File: src/rtl/cpu_serial_frame_io.sv
// ============================================================================
// Module   : cpu_serial_frame_io
// Brief    : Deserialises a start-triggered {A,B,opcode} frame, issues it over
//            valid/ready, then serialises {result,flags} back out MSB first.
//            Optional parity in both directions: define CPU_SERIAL_PARITY_EN.
// Revision : 1.0 - initial release
// ============================================================================
`default_nettype none

module cpu_serial_frame_io #(
  parameter int DATA_W      = 8,
  parameter int OP_W        = 5,
  parameter int FLAG_W      = 4,
  parameter int TIMEOUT_CYC = 64
) (
  input  logic              clk,
  input  logic              rst,
  input  logic              start,
  input  logic              ser_in,
  output logic [DATA_W-1:0] a_out,
  output logic [DATA_W-1:0] b_out,
  output logic [OP_W-1:0]   op_out,
  output logic              load_valid,
  input  logic              exec_ready,
  input  logic              result_valid,
  input  logic [DATA_W-1:0] result_in,
  input  logic [FLAG_W-1:0] flags_in,
  output logic              ser_out,
  output logic              ser_out_valid,
  output logic              busy,
  output logic              frame_err
);

`ifdef CPU_SERIAL_PARITY_EN
  localparam int c_par_w = 1;
`else
  localparam int c_par_w = 0;
`endif
  localparam int c_out_len = DATA_W + FLAG_W + c_par_w;
  localparam int c_cnt_max = (c_out_len + 1 > TIMEOUT_CYC + 1) ? (c_out_len + 1) : (TIMEOUT_CYC + 1);
  localparam int CNT_W     = $clog2(c_cnt_max);

  localparam logic [CNT_W-1:0] c_data_last = CNT_W'(DATA_W - 1);
  localparam logic [CNT_W-1:0] c_op_last   = CNT_W'(OP_W - 1);
  localparam logic [CNT_W-1:0] c_to_last   = CNT_W'(TIMEOUT_CYC - 1);
  localparam logic [CNT_W-1:0] c_out_last  = CNT_W'(c_out_len - 1);
  localparam logic [CNT_W-1:0] c_cnt_one   = CNT_W'(1);

  typedef enum logic [2:0] {
    S_IDLE      = 3'd0,
    S_LOAD_A    = 3'd1,
    S_LOAD_B    = 3'd2,
    S_LOAD_OP   = 3'd3,
    S_ISSUE     = 3'd4,
    S_WAIT_RES  = 3'd5,
    S_SHIFT_OUT = 3'd6
`ifdef CPU_SERIAL_PARITY_EN
    ,
    S_LOAD_PAR  = 3'd7
`endif
  } state_t;

  state_t                 r_state;
  state_t                 w_state_nxt;
  logic [CNT_W-1:0]       r_cnt;
  logic [c_out_len-1:0]   r_sh;
  logic                   w_cnt_clr;
  logic                   w_err_set;
  logic [c_out_len-1:0]   w_cap;

`ifdef CPU_SERIAL_PARITY_EN
  logic w_par_err;
  // Even parity: XOR over every data bit plus the received parity bit must be 0.
  assign w_par_err = ^{a_out, b_out, op_out, ser_in};
  assign w_cap     = {result_in, flags_in, ^{result_in, flags_in}};
`else
  assign w_cap     = {result_in, flags_in};
`endif

  always_ff @(posedge clk) begin
    if (rst) begin
      r_state <= S_IDLE;
    end else begin
      r_state <= w_state_nxt;
    end
  end

  always_comb begin
    w_state_nxt = r_state;
    w_cnt_clr   = 1'b0;
    w_err_set   = 1'b0;
    case (r_state)
      S_IDLE: begin
        w_cnt_clr = 1'b1;
        if (start) w_state_nxt = S_LOAD_A;
      end
      S_LOAD_A: begin
        if (r_cnt == c_data_last) begin
          w_state_nxt = S_LOAD_B;
          w_cnt_clr   = 1'b1;
        end
      end
      S_LOAD_B: begin
        if (r_cnt == c_data_last) begin
          w_state_nxt = S_LOAD_OP;
          w_cnt_clr   = 1'b1;
        end
      end
      S_LOAD_OP: begin
        if (r_cnt == c_op_last) begin
`ifdef CPU_SERIAL_PARITY_EN
          w_state_nxt = S_LOAD_PAR;
`else
          w_state_nxt = S_ISSUE;
`endif
          w_cnt_clr   = 1'b1;
        end
      end
`ifdef CPU_SERIAL_PARITY_EN
      S_LOAD_PAR: begin
        w_cnt_clr = 1'b1;
        if (w_par_err) begin
          w_state_nxt = S_IDLE;
          w_err_set   = 1'b1;
        end else begin
          w_state_nxt = S_ISSUE;
        end
      end
`endif
      S_ISSUE: begin
        w_cnt_clr = 1'b1;
        if (exec_ready) w_state_nxt = S_WAIT_RES;
      end
      S_WAIT_RES: begin
        if (result_valid) begin
          w_state_nxt = S_SHIFT_OUT;
          w_cnt_clr   = 1'b1;
        end else if (r_cnt == c_to_last) begin
          w_state_nxt = S_IDLE;
          w_cnt_clr   = 1'b1;
          w_err_set   = 1'b1;
        end
      end
      S_SHIFT_OUT: begin
        if (r_cnt == c_out_last) begin
          w_state_nxt = S_IDLE;
          w_cnt_clr   = 1'b1;
        end
      end
      default: begin
        w_state_nxt = S_IDLE;
        w_cnt_clr   = 1'b1;
      end
    endcase
  end

  always_ff @(posedge clk) begin
    if (rst) begin
      r_cnt     <= '0;
      r_sh      <= '0;
      a_out     <= '0;
      b_out     <= '0;
      op_out    <= '0;
      frame_err <= 1'b0;
    end else begin
      r_cnt <= w_cnt_clr ? '0 : (r_cnt + c_cnt_one);
      case (r_state)
        S_IDLE:      if (start) frame_err <= 1'b0;
        S_LOAD_A:    a_out  <= {a_out[DATA_W-2:0], ser_in};
        S_LOAD_B:    b_out  <= {b_out[DATA_W-2:0], ser_in};
        // Shift form that also works for a single-bit opcode.
        S_LOAD_OP:   op_out <= (op_out << 1) | OP_W'(ser_in);
        S_WAIT_RES:  if (result_valid) r_sh <= w_cap;
        S_SHIFT_OUT: r_sh   <= r_sh << 1;
        default:     ;
      endcase
      if (w_err_set) frame_err <= 1'b1;
    end
  end

  assign load_valid    = (r_state == S_ISSUE);
  assign ser_out_valid = (r_state == S_SHIFT_OUT);
  assign ser_out       = (r_state == S_SHIFT_OUT) & r_sh[c_out_len-1];
  assign busy          = (r_state != S_IDLE);

endmodule

`default_nettype wire
File: config.mk
export PLATFORM = sky130hd
export DESIGN_NAME = cpu_serial_frame_io
export DESIGN_NICKNAME = d
export VERILOG_FILES = /design/src/rtl/cpu_serial_frame_io.sv
export SDC_FILE = /design/constraint.sdc
export NUM_CORES = 1
export LEC_CHECK = 0
export BUFFER_PORTS_ARGS = -buffer_cell sky130_fd_sc_hd__buf_2
export CAP_MARGIN = 20
export CORE_ASPECT_RATIO = 1.1
export CORE_UTILIZATION = 57
export DETAILED_ROUTE_END_ITERATION = 7
export GPL_TIMING_DRIVEN = 0
export PLACE_DENSITY = 0.93
export SLEW_MARGIN = 0
export SYNTH_ARGS = -nofsm -noshare
export SYNTH_HDL_FRONTEND = slang
export SYNTH_SLANG_ARGS = --single-unit
File: constraint.sdc
create_clock -name clk -period 2.5 [get_ports clk]
set_clock_uncertainty 0.1 [all_clocks]
set_input_delay 0.375 -clock clk [delete_from_list [all_inputs] [get_ports clk]]
set_output_delay 0.375 -clock clk [all_outputs]
set_load 0.01 [all_outputs]
==> out/results.tsv <==
stage	metric	value	unit
cts	post_cts_buffers	0	
global_route	grt.overflow.total	0	
logic_synthesis	synth_area	1990	µm²
cts	cts_resized	0	
routing	routed_wl	3.90	mm
placed_design	place_congestion	0.864	
floorplanning	num_rows	22	
timing	setup_viol	0	
logic_synthesis	synth_cell_types	44	
global_route	grt_pass1_wl	6.50	mm
timing	worstMarginPinSlew	0.495	ns
routing	dr.pass1.iters	4	
setup_path	cp_max_fo	10	
logic_synthesis	synth_edf_count	0	
setup_path	arrival	1.77	ns
timing	tns	0	ns
global_route	track_usage	23.1	%
setup_path	crit_path_end_kind	primary output	
floorplanning	pin_count	44	
finish	area.growth.synth_to_final	16.6	%
logic_synthesis	postSynthCellCount	217	
cts	cts_tree	built	
routing	drc	0	
cts	ctsHoldBuffers	0	
timing	slew_viol_final	0	
floorplanning	core_area	3330	µm²
cts	clock_sinks	44	
placed_design	numPortBuffers	43	
finish	fillerInstances	272	
power	power.leakage	1.09	nW
timing	rsz0062_at_grt	false	
finish	fin_nets	287	
logic_synthesis	yosysWarnings	0	
setup_path	worstPathRequired	2.03	ns
floorplanning	die_h	64.0	µm
routing	wl_per_cell	12.3	µm
global_route	grt_pass1_vias	1535	
timing	slew_headroom	67.0	%
logic_synthesis	seq_area_frac_synth	44.2	%
routing	drt_iter0_drc	123	
floorplanning	start_util	59.8	%
routing	ant_nets	0	
timing	finalCriticalPeriod	2.24	ns
cts	clockBufferDepth	2	
timing	finalHoldViolCount	0	
setup_path	critPathMostFrequentCell	buf_2	
flow_run	drv_cap	0	
cts	htreeDepth	2	
timing	max_freq	446	MHz
placed_design	dp_hpwl	2.89	mm
timing	fin_crit_sh	89.6	%
finish	antenna_cells	0	
power	vdd_ir_drop_max	0.000443	V
setup_path	slowest_stage	dfxtp_1	
logic_synthesis	synth_fp_nets	237	
power	p_per_area	833	nW/µm²
logic_synthesis	async_flop_share	0	%
cts	cts.clk_slew.worst_paths	0.13	ns
setup_path	worst-setup-path-type	reg -> out	
global_route	antenna_found_initial	0	
cts	clk_latency	0.37	ns
setup_path	cp-start-kind	flop	
finish	fin_util	69.8	%
cts	root_buffer	clkbuf_4	
routing	vias_per_cell	5.31	
cts	cts-buffers-inserted	5	
finish	drive_gt1_share	26.9	%
outcome	status	complete, no violations	
min_path	hold_path_class	in -> reg	
floorplanning	die_area	3740	µm²
logic_synthesis	avgSynthCellArea	9.19	µm²
logic_synthesis	synthFlopType	dfxtp_1	
routing	vias	1679	
setup_path	crit_chain	buf_6 -> nor2b_1 -> nand2_1 -> buf_2 -> inv_1 -> buf_2	
timing	hold_ws	0.168	ns
global_route	grt_max_degree	15	
setup_path	max_stage_delay	0.43	ns
logic_synthesis	ys_ff_latch	44	
floorplanning	die_x	58.4	µm
## placed cells by master, fill, tap and decap left out, types with 3 or more instances in the layout
| cell type | n |
|---|---|
| clkbuf_1 | 6 |
| buf_6 | 3 |
| a21oi_1 | 12 |
| nand3_1 | 3 |
| a211oi_1 | 13 |
| nor2b_1 | 3 |
| nor2_1 | 34 |
| dfxtp_1 | 44 |
| inv_1 | 7 |
| mux2i_1 | 26 |
| buf_2 | 47 |
| nand2_1 | 11 |
| nor3_1 | 4 |
| clkbuf_4 | 5 |
| o21ai_0 | 10 |
## final cells by class
class                           instances  area, µm²  share of cell area, %
Buffer                                 14       83.8                   3.61
Clock inverter                          3       18.8                  0.807
Sequential cell                        44        881                   37.9
Tap cell                               48       60.1                   2.58
Inverter                                8       30.0                   1.29
Clock buffer                            5       37.5                   1.61
Multi-Input combinational cell        151        998                   42.9
Timing Repair Buffer                   43        215                   9.26
## cell families after synthesis
group,share of synthesized area (%)
simple gates,18.6
buf+inv,5.71
flops,44.2
compound gates,15.4
mux,13.1
fa+ha+maj,1.26
xor+xnor,1.76
## metrics by stage
step           power (mW)  instance area, µm²  setup WS (ns)  instances
2_1_floorplan        1.44                1990          0.812        217
3_3_place_gp         1.59                2270          0.626        308
3_5_place_dp         1.61                2270          0.608        308
4_1_cts              1.94                2320          0.273        316
5_1_grt              2.05                2320         0.0624        316
6_report             1.94                2320          0.260        316
## synthesized netlist by cell type (2+ instances only)
cell | n | area [µm²]
inv_1 | 7 | 26.3
nand2_1 | 11 | 41.3
a211oi_1 | 13 | 97.6
nor2b_1 | 3 | 18.8
ha_1 | 2 | 25.0
nand3b_1 | 2 | 15.0
a311oi_1 | 2 | 17.5
nor3_1 | 4 | 20.0
and3_1 | 2 | 12.5
clkbuf_1 | 6 | 22.5
nand2b_1 | 2 | 12.5
nand3_1 | 3 | 15.0
buf_6 | 3 | 33.8
mux2i_1 | 26 | 260
xnor2_1 | 2 | 17.5
a21oi_1 | 12 | 60.1
nor2_1 | 34 | 128
xor2_1 | 2 | 17.5
dfxtp_1 | 44 | 881
o21ai_0 | 10 | 50.1
buf_2 | 4 | 20.0
## layer usage
metal	global-route usage, %	share of wire, %	vias to the layer above
met1	26.8	44	771
met2	38.5	50	43
met4	11.3	1.8	0
met5	0	0	-
met3	6.48	4.6	7
li1	-	-	858
## path summary, 6_finish.rpt
path / slack (ns) / depth (start not counted) / end / from
worst min-delay path: 0.17 / 3 / a_out[0]$_SDFFE_PP0P_ / ser_in
worst max register to register: 0.60 / 6 / r_state[2]$_SDFFE_PP0P_ / r_cnt[0]$_SDFF_PP0_
worst min register to register: 0.36 / 1 / r_cnt[0]$_SDFF_PP0_ / r_cnt[0]$_SDFF_PP0_
worst max-delay path: 0.26 / 6 / ser_out_valid / r_state[1]$_SDFFE_PP0P_
## state kept, by name (all words and copies together), names as in the netlist
signal / flops
frame_err: 1
b_out: 8
a_out: 8
r_sh: 12
op_out: 5
r_cnt: 7
r_state: 3
## power breakdown
part,switching (mW),internal [mW],total [mW]
combinational,0.440,0.344,0.784
clock,0.232,0.108,0.340
sequential,0.0418,0.770,0.812
total,0.714,1.22,1.94
## worst max-delay path, delay by kind of cell (launching register included)
family / cells / cell delay, ns
buffers and inverters: 4 / 0.59
DFF: 1 / 0.43
and+or+nand+nor: 2 / 0.38
Note: power is estimated with default switching activity, not from simulation.
